File: src/rtl/s_32bit_unfold_if.sv
// rtl/s_32bit_unfold_if.sv - fold-link receive stream and frame status signals
interface s_32bit_unfold_if #(
  parameter int CNT_W = 8
);
  logic             in_valid;
  logic             in_ready;
  logic [15:0]      in_aa;
  logic [15:0]      in_ahi;
  logic [15:0]      in_bb;
  logic [15:0]      in_bhi;
  logic             in_last;
  logic             out_valid;
  logic             out_ready;
  logic [31:0]      out_a;
  logic [31:0]      out_b;
  logic             out_last;
  logic             frame_done;
  logic [CNT_W-1:0] frame_len;

  modport slave (
    input  in_valid, in_aa, in_ahi, in_bb, in_bhi, in_last, out_ready,
    output in_ready, out_valid, out_a, out_b, out_last, frame_done, frame_len
  );

  modport master (
    output in_valid, in_aa, in_ahi, in_bb, in_bhi, in_last, out_ready,
    input  in_ready, out_valid, out_a, out_b, out_last, frame_done, frame_len
  );
endinterface

File: src/rtl/s_32bit_unfold.sv
// rtl/s_32bit_unfold.sv - rebuilds 32-bit a/b words from folded halves through a 2-entry buffer
module s_32bit_unfold #(
  parameter int CNT_W = 8
) (
  input  logic              clk,
  input  logic              rst_n,
  s_32bit_unfold_if.slave   io
);
  localparam logic [CNT_W-1:0] CNT_MAX = '1;

  // entry layout: {a[31:0], b[31:0], last}
  logic [64:0]      mem [2];
  logic             wr_ptr;
  logic             rd_ptr;
  logic [1:0]       count;
  logic [1:0]       count_next;
  logic             in_ready_q;
  logic             frame_done_q;
  logic [CNT_W-1:0] beat_cnt;
  logic [CNT_W-1:0] beat_inc;
  logic [CNT_W-1:0] frame_len_q;
  logic             push;
  logic             pop;
  logic [64:0]      entry;

  always_comb begin
    push     = io.in_valid && in_ready_q;
    pop      = (count != 2'd0) && io.out_ready;
    entry    = {io.in_ahi, io.in_aa ^ io.in_ahi, io.in_bhi, io.in_bb ^ io.in_bhi, io.in_last};
    beat_inc = (beat_cnt == CNT_MAX) ? CNT_MAX : beat_cnt + 1'b1;
    case ({push, pop})
      2'b10:   count_next = count + 2'd1;
      2'b01:   count_next = count - 2'd1;
      default: count_next = count;
    endcase
  end

  // in_ready is registered from the next occupancy so out_ready never reaches it combinationally
  always_ff @(posedge clk or negedge rst_n) begin
    if (!rst_n) begin
      for (int i = 0; i < 2; i++) begin
        mem[i] <= '0;
      end
      wr_ptr       <= 1'b0;
      rd_ptr       <= 1'b0;
      count        <= 2'd0;
      in_ready_q   <= 1'b0;
      frame_done_q <= 1'b0;
      beat_cnt     <= '0;
      frame_len_q  <= '0;
    end else begin
      if (push) begin
        mem[wr_ptr] <= entry;
        wr_ptr      <= ~wr_ptr;
      end
      if (pop) begin
        rd_ptr <= ~rd_ptr;
      end
      count        <= count_next;
      in_ready_q   <= (count_next != 2'd2);
      frame_done_q <= pop && mem[rd_ptr][0];
      if (pop) begin
        if (mem[rd_ptr][0]) begin
          frame_len_q <= beat_inc;
          beat_cnt    <= '0;
        end else begin
          beat_cnt <= beat_inc;
        end
      end
    end
  end

  assign io.in_ready   = in_ready_q;
  assign io.out_valid  = (count != 2'd0);
  assign io.out_a      = mem[rd_ptr][64:33];
  assign io.out_b      = mem[rd_ptr][32:1];
  assign io.out_last   = mem[rd_ptr][0];
  assign io.frame_done = frame_done_q;
  assign io.frame_len  = frame_len_q;
endmodule

File: src/flat_wrapper.sv
// flat-port wrapper written by rule: the top's interface ports become plain ports
module s_32bit_unfold_flat 
#(
  parameter int CNT_W = 8
)
  (clk, rst_n, io_in_valid, io_in_aa, io_in_ahi, io_in_bb, io_in_bhi, io_in_last, io_out_ready, io_in_ready, io_out_valid, io_out_a, io_out_b, io_out_last, io_frame_done, io_frame_len);
  s_32bit_unfold_if #(.CNT_W(CNT_W)) io_i ();
  input  logic clk;
  input  logic rst_n;
  input wire logic [$bits(io_i.in_valid)-1:0] io_in_valid;
  input wire logic [$bits(io_i.in_aa)-1:0] io_in_aa;
  input wire logic [$bits(io_i.in_ahi)-1:0] io_in_ahi;
  input wire logic [$bits(io_i.in_bb)-1:0] io_in_bb;
  input wire logic [$bits(io_i.in_bhi)-1:0] io_in_bhi;
  input wire logic [$bits(io_i.in_last)-1:0] io_in_last;
  input wire logic [$bits(io_i.out_ready)-1:0] io_out_ready;
  output wire logic [$bits(io_i.in_ready)-1:0] io_in_ready;
  output wire logic [$bits(io_i.out_valid)-1:0] io_out_valid;
  output wire logic [$bits(io_i.out_a)-1:0] io_out_a;
  output wire logic [$bits(io_i.out_b)-1:0] io_out_b;
  output wire logic [$bits(io_i.out_last)-1:0] io_out_last;
  output wire logic [$bits(io_i.frame_done)-1:0] io_frame_done;
  output wire logic [$bits(io_i.frame_len)-1:0] io_frame_len;
  assign io_i.in_valid = io_in_valid;
  assign io_i.in_aa = io_in_aa;
  assign io_i.in_ahi = io_in_ahi;
  assign io_i.in_bb = io_in_bb;
  assign io_i.in_bhi = io_in_bhi;
  assign io_i.in_last = io_in_last;
  assign io_i.out_ready = io_out_ready;
  assign io_in_ready = io_i.in_ready;
  assign io_out_valid = io_i.out_valid;
  assign io_out_a = io_i.out_a;
  assign io_out_b = io_i.out_b;
  assign io_out_last = io_i.out_last;
  assign io_frame_done = io_i.frame_done;
  assign io_frame_len = io_i.frame_len;
  s_32bit_unfold #(.CNT_W(CNT_W)) u_core (.clk(clk), .rst_n(rst_n), .io(io_i));
endmodule
File: config.mk
export PLATFORM = sky130hd
export DESIGN_NAME = s_32bit_unfold_flat
export DESIGN_NICKNAME = d
export VERILOG_FILES = /design/src/rtl/s_32bit_unfold_if.sv /design/src/rtl/s_32bit_unfold.sv /design/src/flat_wrapper.sv
export SDC_FILE = /design/constraint.sdc
export NUM_CORES = 1
export LEC_CHECK = 0
export BUFFER_PORTS_ARGS = -buffer_cell sky130_fd_sc_hd__buf_4
export CORE_MARGIN = 2
export CORE_UTILIZATION = 50
export CTS_CLUSTER_SIZE = 20
export DETAILED_ROUTE_END_ITERATION = 6
export PLACE_DENSITY = 0.74
export SLEW_MARGIN = 20
export SYNTH_ARGS = -nofsm -noshare
export SYNTH_HDL_FRONTEND = slang
export SYNTH_SLANG_ARGS = --single-unit
File: constraint.sdc
create_clock -name clk -period 1.98 [get_ports clk]
set_input_delay 0.396 -clock clk [delete_from_list [all_inputs] [get_ports clk]]
set_output_delay 0.396 -clock clk [all_outputs]
set_load 0.005 [all_outputs]
==> metrics.txt <==
Worst R2R End=u_core.io.frame_len[4]; Worst Path Buf+Inv=3; CTS Sinks=152; Clock Skews=0.00461 ns; hold path start=io_in_last; Yosys warnings=0; clock tree buffer depth=2; CP Capture Type=primary output; Hold Crit Class=primary input to register; first-pass GRT wire length=25100 um; placed cells=856; DRT antenna net count=0; die height=120 um; vias in the first global route=5080; # diodes=0; Lkg Pwr=4.42 nW; Clk pin slew, worst setup/hold paths=0.05 ns; total gr overflow=0; DR WL/cell=18.1 um; crit-path cells=buf_8, clkbuf_16, mux2_4, buf_6; family with the most delay on the worst path=flip-flops; register share of total power=32.2%; r2r setup slk=0.22 ns; Netlist cell types=36; Clk Tree Root Cell=clkbuf_16; CP startpoint kind=register; clk_lat worst skew=0.42 ns; CTS tree=done; detailed-route vias per instance=5.32; Comb power frac=46.9%; Worst-Margin Slew=0.493 ns; Int Power=0.0119 W; Hold WS=0.223 ns; total track usage=22.4%; syn_area_per_cell=12.2 um^2; Final Critical Period=2.02 ns; Ports=145; # setup viols final=51; Final Non-Filler Cells=901; Area growth, synth to finish=39.6%; H-tree depth=4; DP Area=8130 um^2; max-cap viol count=0; commonest non-fill, non-tap cell in the layout=dfrtp_1; Rel. slew slack=67.1%; synthesized cell area=6750 um^2; drt total wl=16300 um; failing checks=negative setup slack; initial core utilization=51.2%; Initial DRC Count=260; fmax=0.494 GHz; crit path DAT=1.63 ns; initial antenna violation count=0; CTS buffer count=17; P_sw=0.00512 W; register bit total from synthesis=152; NumNets Final=783; RSZ-0062 raised after global routing=yes; status=complete, but fails checks; Worst path max stage delay=0.45 ns; gpl congestion=0.819; Clk pwr share=20.9%; # fillers=908; die footprint=14400 um^2; row count=42; worst setup path category=register to primary output; share of cells above drive strength 1=47.9%; Min-Delay Endpoint=u_core.mem[0]; Final Instance Area=9420 um^2; total negative slack=-1.03 ns; core area=13200 um^2; maximum vdd drop=0.000948 V; CP max stage cell=dfrtp_2; post-DP HPWL=9760 um; DRC Markers=0; Pwr Total=0.0170 W; final period utilization=102%; syn_nets=623; Mapped Cells=552; I/O Buffers=144; PwrDens=1800 nW/um^2; sequential share of the synthesized area=56.3%; Reg-to-Reg Start=u_core.rd_ptr; final setup margin=-0.0424 ns; Die W=120 um; FF-to-FF path depth=7; switch share=30.1%; Critical Path RT=1.58 ns; vias post-DR=4797; most frequent cells in the layout=151 x dfrtp_1, 101 x buf_4, 79 x mux2_2; final slew viol count=0; crit path max fanout=6; largest net degree at the start of global routing=59; final hold vios=0; WHS Path Cells=2; DRT Pass-1 Iters=4
==> logic make-up after synthesis <==
logic type / share of synthesized area, %
flops: 56.3
xor+xnor: 5.32
compound gates: 7.28
mux: 21.8
simple gates: 6.58
fa+ha+maj: 0.371
buf+inv: 2.26
==> power by group through the flow <==
stage / registers (W) / logic, W / clock network, W
final: 0.00548 / 0.00798 / 0.00355
after global routing: 0.00566 / 0.00857 / 0.00374
after detailed placement: 0.00543 / 0.00612 / 0
after CTS: 0.00540 / 0.00660 / 0.00358
after global placement: 0.00529 / 0.00598 / 0
after floorplan: 0.00516 / 0.00352 / 0
==> layer usage <==
layer / part of all wire, % / up-vias / global-route usage, % / wire length [um]
met4: 1.9 / 0 / 8.90 / 306
li1: - / 2225 / - / -
met2: 53 / 114 / 38.0 / 8640
met1: 41 / 2436 / 27.7 / 6630
met5: 0 / - / 0 / 0
met3: 4.3 / 22 / 5.19 / 692
==> stage by stage <==
stage	setup WS, ns	utilization, %
floorplan	0.348	-
global placement	0.327	61.6
detailed placement	0.271	61.6
CTS	-0.0523	67.7
global route	-0.0822	71.4
finish	-0.0424	71.4
==> how the worst max path moves through the flow <==
stage                                   from  slack, ns                      to  cells past startpoint
after detailed placement  u_core.beat_cnt[0]       0.27  u_core.io.frame_len[6]                      5
after global routing           u_core.rd_ptr      -0.08            io_out_a[27]                      4
after CTS                      u_core.rd_ptr      -0.05            io_out_b[20]                      4
final                          u_core.rd_ptr      -0.04            io_out_a[27]                      4
after global placement    u_core.beat_cnt[0]       0.33      u_core.beat_cnt[6]                      5
after floorplan              u_core.count[0]       0.35      u_core.io.in_ready                      6
==> cell type report <==
| class | instances | area [um^2] | area share [%] |
|---|---|---|---|
| multi-input combinational | 366 | 3010 | 32.0 |
| clock inverter | 7 | 135 | 1.43 |
| inverter | 4 | 15.0 | 0.159 |
| tap | 176 | 220 | 2.34 |
| clock buffer | 25 | 526 | 5.58 |
| timing repair buffer | 171 | 1710 | 18.1 |
| sequential | 152 | 3800 | 40.4 |
==> flip-flops by register name (all words and copies together) (netlist names) <==
| register | count |
|---|---|
| u_core.io.in_ready | 1 |
| u_core.wr_ptr | 1 |
| u_core.count | 2 |
| u_core.beat_cnt | 8 |
| u_core.rd_ptr | 1 |
| u_core.io.frame_done | 1 |
| u_core.io.frame_len | 8 |
| u_core.mem | 130 |
==> cell usage after synthesis <==
cell type / count / area [um^2]
nand2b_1: 1 / 6.26
o21a_1: 1 / 7.51
a31oi_1: 2 / 12.5
buf_2: 17 / 85.1
nor3_2: 1 / 10.0
nand2_1: 73 / 274
ha_1: 2 / 25.0
mux2_2: 130 / 1460
xnor2_1: 38 / 333
nand3_4: 1 / 17.5
a21oi_2: 1 / 8.76
nor2_1: 14 / 52.6
a21oi_1: 10 / 50.1
a21o_1: 1 / 7.51
or2_2: 1 / 6.26
a2bb2oi_1: 1 / 8.76
o22a_1: 1 / 8.76
o21ai_4: 1 / 16.3
mux2i_1: 1 / 10.0
inv_1: 2 / 7.51
nand3_1: 4 / 20.0
o21ai_0: 69 / 345
o31ai_1: 1 / 7.51
and3_2: 1 / 7.51
and4_4: 1 / 11.3
inv_2: 2 / 7.51
nand4_1: 2 / 12.5
dfrtp_1: 152 / 3800
or2_1: 2 / 12.5
xor2_1: 3 / 26.3
a211oi_1: 1 / 7.51
or4b_4: 1 / 13.8
clkbuf_1: 11 / 41.3
buf_4: 1 / 7.51
o221a_2: 1 / 11.3
buf_1: 1 / 3.75
==> repair_timing <==
action	4_1_cts	5_1_grt
hold endpoints to repair	46	0
hold buffers	1	0
endpoints found under the setup margin	54	65
gates cloned	3	4
setup buffers	4	2
gates resized for setup	9	107
Note: power is estimated with default switching activity, not from simulation.
